--- config.mk ---
export PLATFORM = sky130hd
export DESIGN_NAME = decomp_completion_ctrl
export DESIGN_NICKNAME = d
export VERILOG_FILES = /design/src/rtl/decomp_completion_ctrl.sv
export SDC_FILE = /design/constraint.sdc
export NUM_CORES = 1
export LEC_CHECK = 0
export ABC_CLOCK_PERIOD_IN_PS = 7450
export CAP_MARGIN = 30
export CORE_AREA = 10 10 93 95
export DETAILED_ROUTE_END_ITERATION = 8
export DIE_AREA = 0 0 103 105
export HOLD_SLACK_MARGIN = 0.06
export PLACE_DENSITY_LB_ADDON = 0.25
export REMOVE_ABC_BUFFERS = 1
export SYNTH_ARGS = -nofsm -noshare
export SYNTH_HDL_FRONTEND = slang
export SYNTH_SLANG_ARGS = --single-unit
--- constraint.sdc ---
create_clock -name clk -period 7.45 [get_ports clk]
set_input_delay 0.745 -clock clk [delete_from_list [all_inputs] [get_ports clk]]
set_output_delay 0.745 -clock clk [all_outputs]
set_load 0.05 [all_outputs]
--- src/rtl/decomp_completion_ctrl.sv ---
// rtl/decomp_completion_ctrl.sv - page/block completion controller for the snappy decompressor
module decomp_completion_ctrl #(
    parameter int NUM_PARSER   = 6,
    parameter int NUM_RAM      = 16,
    parameter int QUIET_CYCLES = 16,
    parameter int TIMEOUT_W    = 20,
    parameter int BLK_W        = 16
) (
    input  logic                  clk,
    input  logic                  rst,
    input  logic                  start,
    input  logic                  abort,
    input  logic                  tf_empty,
    input  logic [NUM_PARSER-1:0] ps_empty,
    input  logic [NUM_RAM-1:0]    ram_empty,
    input  logic                  block_input_finish,
    input  logic                  page_input_finish,
    input  logic                  cl_finish,
    output logic                  block_finish,
    output logic                  page_finish,
    output logic                  page_done,
    output logic                  busy,
    output logic                  timeout_err,
    output logic [BLK_W-1:0]      blocks_done,
    output logic [2:0]            state_o
);
    localparam int QW = $clog2(QUIET_CYCLES + 1);

    typedef enum logic [2:0] {
        IDLE  = 3'd0,
        RUN   = 3'd1,
        DRAIN = 3'd2,
        CLEAN = 3'd3,
        DONE  = 3'd4,
        ERR   = 3'd5
    } state_t;

    state_t               state_q;
    logic                 all_empty_q;
    logic [QW-1:0]        quiet_cnt_q, quiet_cnt_d;
    logic                 quiet;
    logic                 in_done_q, in_done_d;
    logic                 blk_pend_q, blk_pend_d;
    logic [TIMEOUT_W-1:0] wd_q, wd_inc;
    logic                 wd_expire;
    logic                 pif_set, bif_set, run_go, blk_drain;
    logic                 block_finish_q, page_finish_q, page_done_q, busy_q, timeout_err_q;
    logic [BLK_W-1:0]     blocks_done_q;

    // Register the combined emptiness and count consecutive all-empty cycles
    always_ff @(posedge clk) begin
        if (rst) begin
            all_empty_q <= 1'b0;
            quiet_cnt_q <= '0;
        end else begin
            all_empty_q <= tf_empty & (&ps_empty) & (&ram_empty);
            quiet_cnt_q <= quiet_cnt_d;
        end
    end

    // Saturating quiet counter next state; any non-empty cycle restarts it
    always_comb begin
        quiet_cnt_d = quiet_cnt_q;
        if (!all_empty_q) begin
            quiet_cnt_d = '0;
        end else if (quiet_cnt_q != QW'(QUIET_CYCLES)) begin
            quiet_cnt_d = quiet_cnt_q + QW'(1);
        end
    end

    assign quiet = (quiet_cnt_q == QW'(QUIET_CYCLES));

    // Flag next state, block-drain condition and watchdog increment
    always_comb begin
        pif_set    = busy_q & page_input_finish;
        bif_set    = busy_q & block_input_finish;
        blk_drain  = ((state_q == RUN) || (state_q == DRAIN)) && blk_pend_q && quiet;
        in_done_d  = in_done_q | pif_set;
        // a fresh block_input_finish wins over the drain clear
        blk_pend_d = bif_set | (blk_pend_q & ~blk_drain);
        run_go     = (in_done_q | pif_set) & tf_empty;
        wd_inc     = wd_q + TIMEOUT_W'(1);
        wd_expire  = (wd_inc == '1);
    end

    // Page FSM with registered outputs; abort overrides every other transition
    always_ff @(posedge clk) begin
        if (rst) begin
            state_q        <= IDLE;
            in_done_q      <= 1'b0;
            blk_pend_q     <= 1'b0;
            wd_q           <= '0;
            block_finish_q <= 1'b0;
            page_finish_q  <= 1'b0;
            page_done_q    <= 1'b0;
            busy_q         <= 1'b0;
            timeout_err_q  <= 1'b0;
            blocks_done_q  <= '0;
        end else begin
            in_done_q      <= in_done_d;
            blk_pend_q     <= blk_pend_d;
            block_finish_q <= blk_drain;
            page_done_q    <= 1'b0;
            if (blk_drain) begin
                blocks_done_q <= blocks_done_q + BLK_W'(1);
            end
            case (state_q)
                IDLE, ERR: begin
                    if (start) begin
                        state_q       <= RUN;
                        busy_q        <= 1'b1;
                        in_done_q     <= 1'b0;
                        blk_pend_q    <= 1'b0;
                        blocks_done_q <= '0;
                        timeout_err_q <= 1'b0;
                        wd_q          <= '0;
                    end
                end
                RUN: begin
                    if (run_go) begin
                        state_q <= DRAIN;
                        wd_q    <= '0;
                    end
                end
                DRAIN: begin
                    if (quiet) begin
                        state_q       <= CLEAN;
                        page_finish_q <= 1'b1;
                        wd_q          <= '0;
                    end else if (wd_expire) begin
                        state_q       <= ERR;
                        busy_q        <= 1'b0;
                        timeout_err_q <= 1'b1;
                        page_finish_q <= 1'b0;
                    end else begin
                        wd_q <= wd_inc;
                    end
                end
                CLEAN: begin
                    if (cl_finish) begin
                        state_q     <= DONE;
                        page_done_q <= 1'b1;
                    end else if (wd_expire) begin
                        state_q       <= ERR;
                        busy_q        <= 1'b0;
                        timeout_err_q <= 1'b1;
                        page_finish_q <= 1'b0;
                    end else begin
                        wd_q <= wd_inc;
                    end
                end
                DONE: begin
                    state_q       <= IDLE;
                    busy_q        <= 1'b0;
                    page_finish_q <= 1'b0;
                end
                default: begin
                    state_q <= IDLE;
                    busy_q  <= 1'b0;
                end
            endcase
            if (abort && (state_q != IDLE)) begin
                state_q        <= IDLE;
                busy_q         <= 1'b0;
                block_finish_q <= 1'b0;
                page_done_q    <= 1'b0;
                page_finish_q  <= 1'b0;
                in_done_q      <= 1'b0;
                blk_pend_q     <= 1'b0;
                wd_q           <= '0;
                blocks_done_q  <= blocks_done_q;
            end
        end
    end

    assign block_finish = block_finish_q;
    assign page_finish  = page_finish_q;
    assign page_done    = page_done_q;
    assign busy         = busy_q;
    assign timeout_err  = timeout_err_q;
    assign blocks_done  = blocks_done_q;
    assign state_o      = state_q;
endmodule

### After elaboration in Yosys (flattened, before gate mapping)

Cells that the tools add are included.

* muxes and demuxes: 34
* equality and inequality tests: 12
* bitwise logic cells: 12
* $add $sub $neg: 3
* reductions and logical operators: 20

Operators by type and width (count)
* 20-bit 2-to-1 mux: 5
* 20-bit one-hot mux with 4 select lines: 1
* 16-bit 2-to-1 mux: 3
* 20-bit by 1-bit adder with 20-bit output, second input constant: 1
* 20-bit == test, second input constant: 1
* 16-bit by 1-bit adder with 16-bit output, second input constant: 1
* 1-bit 2-to-1 mux: 16
* 16-bit AND reduction: 1
* 3-bit 2-to-1 mux: 5
* 3-bit one-hot mux with 4 select lines: 1
* 4-bit AND reduction: 3
* 3-bit nonzero test: 3
* 2-bit != test, second input constant: 4
* 1-bit AND: 6
* 3-bit by 2-bit == test with 1-bit output, second input constant: 2
* 3-bit == test, second input constant: 2
* 1-bit one-hot mux with 3 select lines: 2
* 6-bit AND reduction: 1
* 2-bit OR reduction: 3
* 5-bit by 1-bit adder with 5-bit output, second input constant: 1
* 5-bit == test, second input constant: 1
* 5-bit != test, second input constant: 1
* 1-bit NOT: 4
* 1-bit one-hot mux with 4 select lines: 1
* 8 further kinds: 12

* output and inout bits: 24
* word-level logic and storage cells: 93
* input bits: 30
* register bits: 52

### Depth between registers and ports, before layout

Gate-level depths: netlist of the first run.

* word-level depth: 9
* mapped depth: 9
* mapped depth without buffers: 8

### Worst setup path after synthesis of the first run

OpenSTA, ideal clock, no wires.

* path kind: reg-to-reg
* start point: register wd_q[1]
* end point: register page_finish_q, in the netlist page_finish
* slack: 4.988 ns
* buffers on the path: 1
* cell stages (with the launch flop): 9
* data arrival time: 2.322 ns
* period minus slack after synthesis: 2.462 ns
* cells stage by stage: dfxtp_1 ha_1 nand3_1 xnor2_1 o211ai_1 or4_1 buf_2 a2111oi_4 a2111oi_1

* cells in the longest elaborated chain, start to end: 5
* elaborated cells on any way between the ends: 6

RTL lines
* start: declaration: line 44 `logic [TIMEOUT_W-1:0] wd_q, wd_inc;`
* start signal: assignment: line 136 `wd_q <= wd_inc;`
* start signal: assignment: line 149 `wd_q <= wd_inc;`
* 20-bit by 1-bit adder with 20-bit output *: line 82 `wd_inc = wd_q + TIMEOUT_W'(1);`
* 20-bit == test *: line 83 `wd_expire = (wd_inc == '1);`
* 1-bit 2-to-1 mux *
* 1-bit 2-to-1 mux (on tied branches)
* 1-bit one-hot mux with 3 select lines *
* end signal: assignment: line 94 `page_finish_q <= 1'b0;`
* end signal: assignment: line 128 `page_finish_q <= 1'b1;`
* end signal: assignment: line 134 `page_finish_q <= 1'b0;`
* end: declaration: line 47 `logic block_finish_q, page_finish_q, page_done_q, busy_q, timeout_err_q;`

Mark *: on every way between the ends. The rest lies on a longest branch, timed or not. The select of a mux whose other input is x is not followed.
A chain may end at the register's enable or synchronous reset.

### Final worst setup path of the first run

Same ends and word-level chain as after synthesis.

==> impl_metrics.toml, run 1 <==
[worst_setup_path]
max_stage_delay_ps = 710
path_max_fanout = 10
cp-end-kind = "flip-flop"
critPathKind = "flip-flop to flip-flop"
cp_cell_sequence = "ha_1, nand3_1, xnor2_1, o211ai_1, or4_1, a2111oi_4, a2111oi_1"
cp.required_ps = 7620
crit_buf_inv = 0
critPathLaunchType = "flip-flop"
critical_path_arrival_ps = 2970
rrSetupSlack_ps = 4640
crit_family = "simple AND/OR/NAND/NOR gates"
cp_slowest_cell = "or4_1"

[detailed_routing]
first_pass_iters = 4
wirelength_um = 6520
post-route-drc-count = 0
vias = 2475
antenna_left = 0
drt_iter0_markers = 100
routedWlPerCell_um = 14.0
post_drt_via_cell_ratio = 5.32

[power]
power.total_mw = 0.618
cellLeakagePower_nw = 1.11
peakVddDrop_mv = 0.0857
p_per_area_nw_per_um2 = 175

[die]
dieArea_um2 = 10800
die_y_um = 105
io_pins = 54
start_util_pct = 41.5
die_w_um = 103
core_um2 = 6760
row_count = 30

[placement]
pre_cts_slack_ps = 4610
dp_hpwl_um = 4830
port-buffer-count = 53
gp_congestion = 0.841

[grt]
grt_start_max_net_pins = 21
overflow = 0
grt_pass1_wl_um = 11000
grt_usage_pct = 12.2
grt_pass1_vias = 2349
antenna_found_initial = 0

[clocking]
numClockSinks = 52
clockBufferDepth = 2
numCtsBuffers = 5
hold_buffers = 0
post-cts-setup-buffers = 0
post_cts_resized = 0
cts_tree = "done"
cts.htree.levels = 2
clkSlewWorstSetupHoldPaths_ps = 100
cts.root.buffer_cell = "clkbuf_8"
clock_latency_ps = 310

[worst_hold_path]
hold_path.class = "flip-flop to flip-flop"

[timing]
worst_slack_ps = 4640
final_max_slew_viol_count = 0
setup_viol = 0
tns_ps = 0
rsz0062_at_grt = "false"
clock_skew_ps = 13.4
min_period_ps = 2810
period_share_pct = 37.7
hold_ws_ps = 501
slew_headroom_pct = 33.7
worst_pin_slew_ps = 981
hold_viol = 0
timing.fmax_ghz = 0.356

[logic_synthesis]
yosys_warnings = 0
yosysMostFrequentCell = "dfxtp_1"
yosysTopAreaCellShare_pct = 37.2
synth_seq_area_share_pct = 37.2
synthArstFlopShare_pct = 0
synth_common_cells = "dfxtp_1, nor2_1, nand2_1, xnor2_1, nor3_1"
synthFlopType = "dfxtp_1"
synthDistinctLibCells = 54
synth_edf_count = 0
syn_area_per_cell_um2 = 8.26
ys_top_cells_by_area = "dfxtp_1, xnor2_1, nor2_1"
syn_area_um2 = 2800
syn_inst = 339
synth_seq_cells = 52
yosysTopAreaCell = "dfxtp_1"

[status]
outcome = "completed"

[layout]
final_layout_size_suffix_gt1_share_pct = 5.19
fill_cells = 638
area_delta_synth_final_pct = 25.9
fin_nets = 419
utilization_pct = 52.2
n_antenna_cell = 0

[flow_run]
maxCapViolCount = 0
==> cells by family (layout without fill, tap and decap cells) <==
kind of cell | after synthesis | in the layout | synth area share [%]
fa+ha+maj | 5 | 5 | 2.23
flops | 52 | 52 | 37.2
buf+inv | 27 | 73 | 3.84
xor+xnor | 34 | 34 | 10.6
compound gates | 50 | 50 | 12.8
mux | 2 | 2 | 0.715
simple gates | 169 | 169 | 32.6
==> final timing paths <==
check / startpoint / to / cells past startpoint
min reg2reg: quiet_cnt_q[1] / quiet_cnt_q[1] / 2
max reg2reg: wd_q[1] / page_finish / 7
max: wd_q[1] / page_finish / 7
min: quiet_cnt_q[1] / quiet_cnt_q[1] / 2
==> registers in the layout, summed over array words and instances, names as in the netlist <==
name and flops:
quiet_cnt_q 5, busy 1, timeout_err 1, block_finish 1
blocks_done 16, all_empty_q 1, page_done 1, wd_q 20
page_finish 1, blk_pend_q 1, state_o 3, in_done_q 1
==> through the flow <==
stage               std cells  area [um^2]
finish                    465         3530
global route              465         3530
CTS                       465         3530
detailed placement        457         3370
global placement          457         3370
floorplan                 324         2740
==> cell type report <==
cell class / instances / area, um^2 / area share [%]
repair buffers: 53 / 531 / 15.0
well taps: 80 / 100 / 2.84
clock inverters: 3 / 90.1 / 2.55
clock buffers: 5 / 68.8 / 1.95
inverters: 12 / 45.0 / 1.28
multi-input cells: 260 / 1650 / 46.8
flip-flops and latches: 52 / 1040 / 29.5
==> report_power, final <==
part	internal (mW)	switching (mW)
combinational	0.0290	0.0348
sequential	0.281	0.00813
clock	0.168	0.0972
total	0.478	0.140
==> cell usage in the layout (no fill, tap or decap), types with 9 or more instances in the layout <==
master	synthesis	routed
nand4_1	15	15
dfxtp_1	52	52
nand2_1	24	24
inv_1	12	12
clkdlybuf4s50_1	0	53
o21ai_0	9	9
xnor2_1	24	24
nor3_1	21	21
nand3_1	17	17
a21oi_1	16	16
nor2_1	48	48
xor2_1	10	10
==> tightest hold or removal path: stages (launching register included) <==
cell,delay (ps)
dfxtp_1,350
nand2_1,60
a21oi_1,50
==> per-layer routing <==
layer  global-route usage, %  wire (um)
met5                       0          0
met3                    6.06        533
met1                    15.0       3040
met4                    2.39         39
met2                    18.5       2910
No activity file was read; power rests on OpenSTA's default activity.
==> inputs of run 2 (changes only) <==
ABC_CLOCK_PERIOD_IN_PS = 2500   (was 7450)
clock period = 2.5 ns   (was 7.45 ns; I/O delays follow)
==> run 2 against run 1 <==
Clock-buffer cell count rose by 1. Combinational power rose to 3.4 times the previous value. Register-to-register slack got worse by 4600 ps. Non-clock buffer count rose by 19. Worst hold slack got worse by 19 ps. Fmax rose by 16%. First-iteration DRC count fell by 18%. Total power rose to 2.7 times the previous value. Sequential power rose to 2.9 times the previous value. Flip-flop and latch count did not move. Wire length rose by 7.4%. Largest cell class unchanged. Largest power group unchanged.
==> impl_metrics.toml, run 2 (synthesized netlist as in run 1, its figures left out) <==
[status]
outcome = "completed"

[worst_hold_path]
hold_start = "ps_empty[2]"
holdPathStages = 3
hold_path.class = "input port to flip-flop"
hold_end = "all_empty_q"

[layout]
largest_register_ffs = 20
fin_area_um2 = 3640
regMostFlops = "wd_q"
area_delta_synth_final_pct = 30.0
layout.cells.non_filler = 484
layout_commonest_cell = "clkdlybuf4s50_1"
n_antenna_cell = 0
final_cell_mix = "clkdlybuf4s50_1, dfxtp_1, nor2_1"
utilization_pct = 53.9
fin_nets = 438
final_layout_size_suffix_gt1_share_pct = 9.90

[worst_setup_path]
r2r-end = "page_finish"
reg2reg_depth = 7
cp.required_ps = 2690
critical_path_arrival_ps = 2600
max_stage_delay_ps = 640
r2r-start = "wd_q[0]"
cp-end-kind = "flip-flop"
critPathKind = "flip-flop to flip-flop"
cp_cell_sequence = "ha_1, inv_1, a2111oi_0, a211oi_1, or4_4, a2111oi_4, a2111oi_1"
cp_slowest_cell = "or4_4"
path_max_fanout = 7
rrSetupSlack_ps = 90
critPathLaunchType = "flip-flop"

[timing]
period_share_pct = 96.6
clock_skew_ps = 7.31
min_period_ps = 2410
final_max_slew_viol_count = 0
slew_headroom_pct = 64.6
worst_pin_slew_ps = 529
rsz0062_at_grt = "false"
hold_viol = 0
setup_viol = 0
timing.fmax_ghz = 0.414

[flow_run]
maxCapViolCount = 0

[die]
start_util_pct = 41.5
dieArea_um2 = 10800
io_pins = 54
die_y_um = 105
row_count = 30
core_um2 = 6760
die_w_um = 103

[clocking]
numCtsBuffers = 5
post-cts-setup-buffers = 0
clkSlewWorstSetupHoldPaths_ps = 100
cts.root.buffer_cell = "clkbuf_8"
cts.htree.levels = 2
cts_tree = "done"
clockBufferDepth = 2
hold_buffers = 0
clock_latency_ps = 310
numClockSinks = 52

[placement]
port-buffer-count = 53
dp_hpwl_um = 5320
place_inst = 476
placed_cell_area_um2 = 3510
gp_congestion = 0.859

[detailed_routing]
post_drt_via_cell_ratio = 5.41
wirelength_um = 7010
post-route-drc-count = 0
drt_iter0_markers = 82
first_pass_iters = 4
routedWlPerCell_um = 14.5
antenna_left = 0
vias = 2618

[power]
peakVddDrop_mv = 0.190
cellLeakagePower_nw = 1.21
p_per_area_nw_per_um2 = 459

[grt]
grt_pass1_vias = 2511
antenna_found_initial = 0
grt_pass1_wl_um = 11800
overflow = 0
grt_usage_pct = 13.1
grt_start_max_net_pins = 17
## run 2: timing repair
item,4_1_cts,5_1_grt
pin swaps,0,1
gates resized for setup,1,2
gates cloned,0,0
setup endpoints to repair,1,1
## run 2: metrics by stage
stage / power (mW) / TNS (ps) / hold WS [ps] / setup WS [ps]
finish: 1.67 / 0 / 482 / 85.8
global route: 1.75 / 0 / 493 / 3.18
CTS: 1.69 / 0 / 480 / 66.0
detailed placement: 1.09 / -43.3 / 489 / -43.3
global placement: 1.09 / 0 / 482 / 101
floorplan: 0.984 / -28.9 / 326 / -28.9
## run 2: worst max-delay path by stage
stage	end	slack, ps	cells after the start	from
6_report	page_finish	90	7	wd_q[0]
5_1_grt	page_finish	3	6	wd_q[7]
4_1_cts	page_finish	70	9	wd_q[0]
3_5_place_dp	page_finish	-40	9	wd_q[0]
3_3_place_gp	page_finish	100	7	wd_q[0]
2_1_floorplan	page_finish	-30	7	wd_q[1]
## run 2: metal layers
| layer | GRT usage (%) | part of all wire (%) | vias up |
|---|---|---|---|
| li1 | - | - | 1329 |
| met1 | 16.2 | 45 | 1211 |
| met2 | 20.1 | 46 | 68 |
| met5 | 0 | 0 | - |
| met4 | 3.98 | 1.6 | 0 |
| met3 | 5.53 | 7.4 | 10 |
## run 2: final cells by class
type | instances | area, um^2
Fill cell | 646 | 3120
Multi-Input combinational cell | 260 | 1670
Sequential cell | 52 | 1040
Timing Repair Buffer | 72 | 673
Tap cell | 80 | 100
Clock buffer | 6 | 72.6
Inverter | 12 | 45.0
Clock inverter | 2 | 38.8
## run 2: critical path, delay by kind of cell (launching register included)
family | cells | cell delay [ps]
adder cells (fa/ha/maj) | 1 | 240
buffers and inverters | 1 | 100
flip-flops | 1 | 340
AND/OR/NAND/NOR | 1 | 640
AO/OA/AOI/OAI | 4 | 970
## run 2: where the power goes
part	internal, mW	switching (mW)	total, mW
combinational	0.0997	0.119	0.218
clock	0.303	0.299	0.603
sequential	0.838	0.0125	0.850
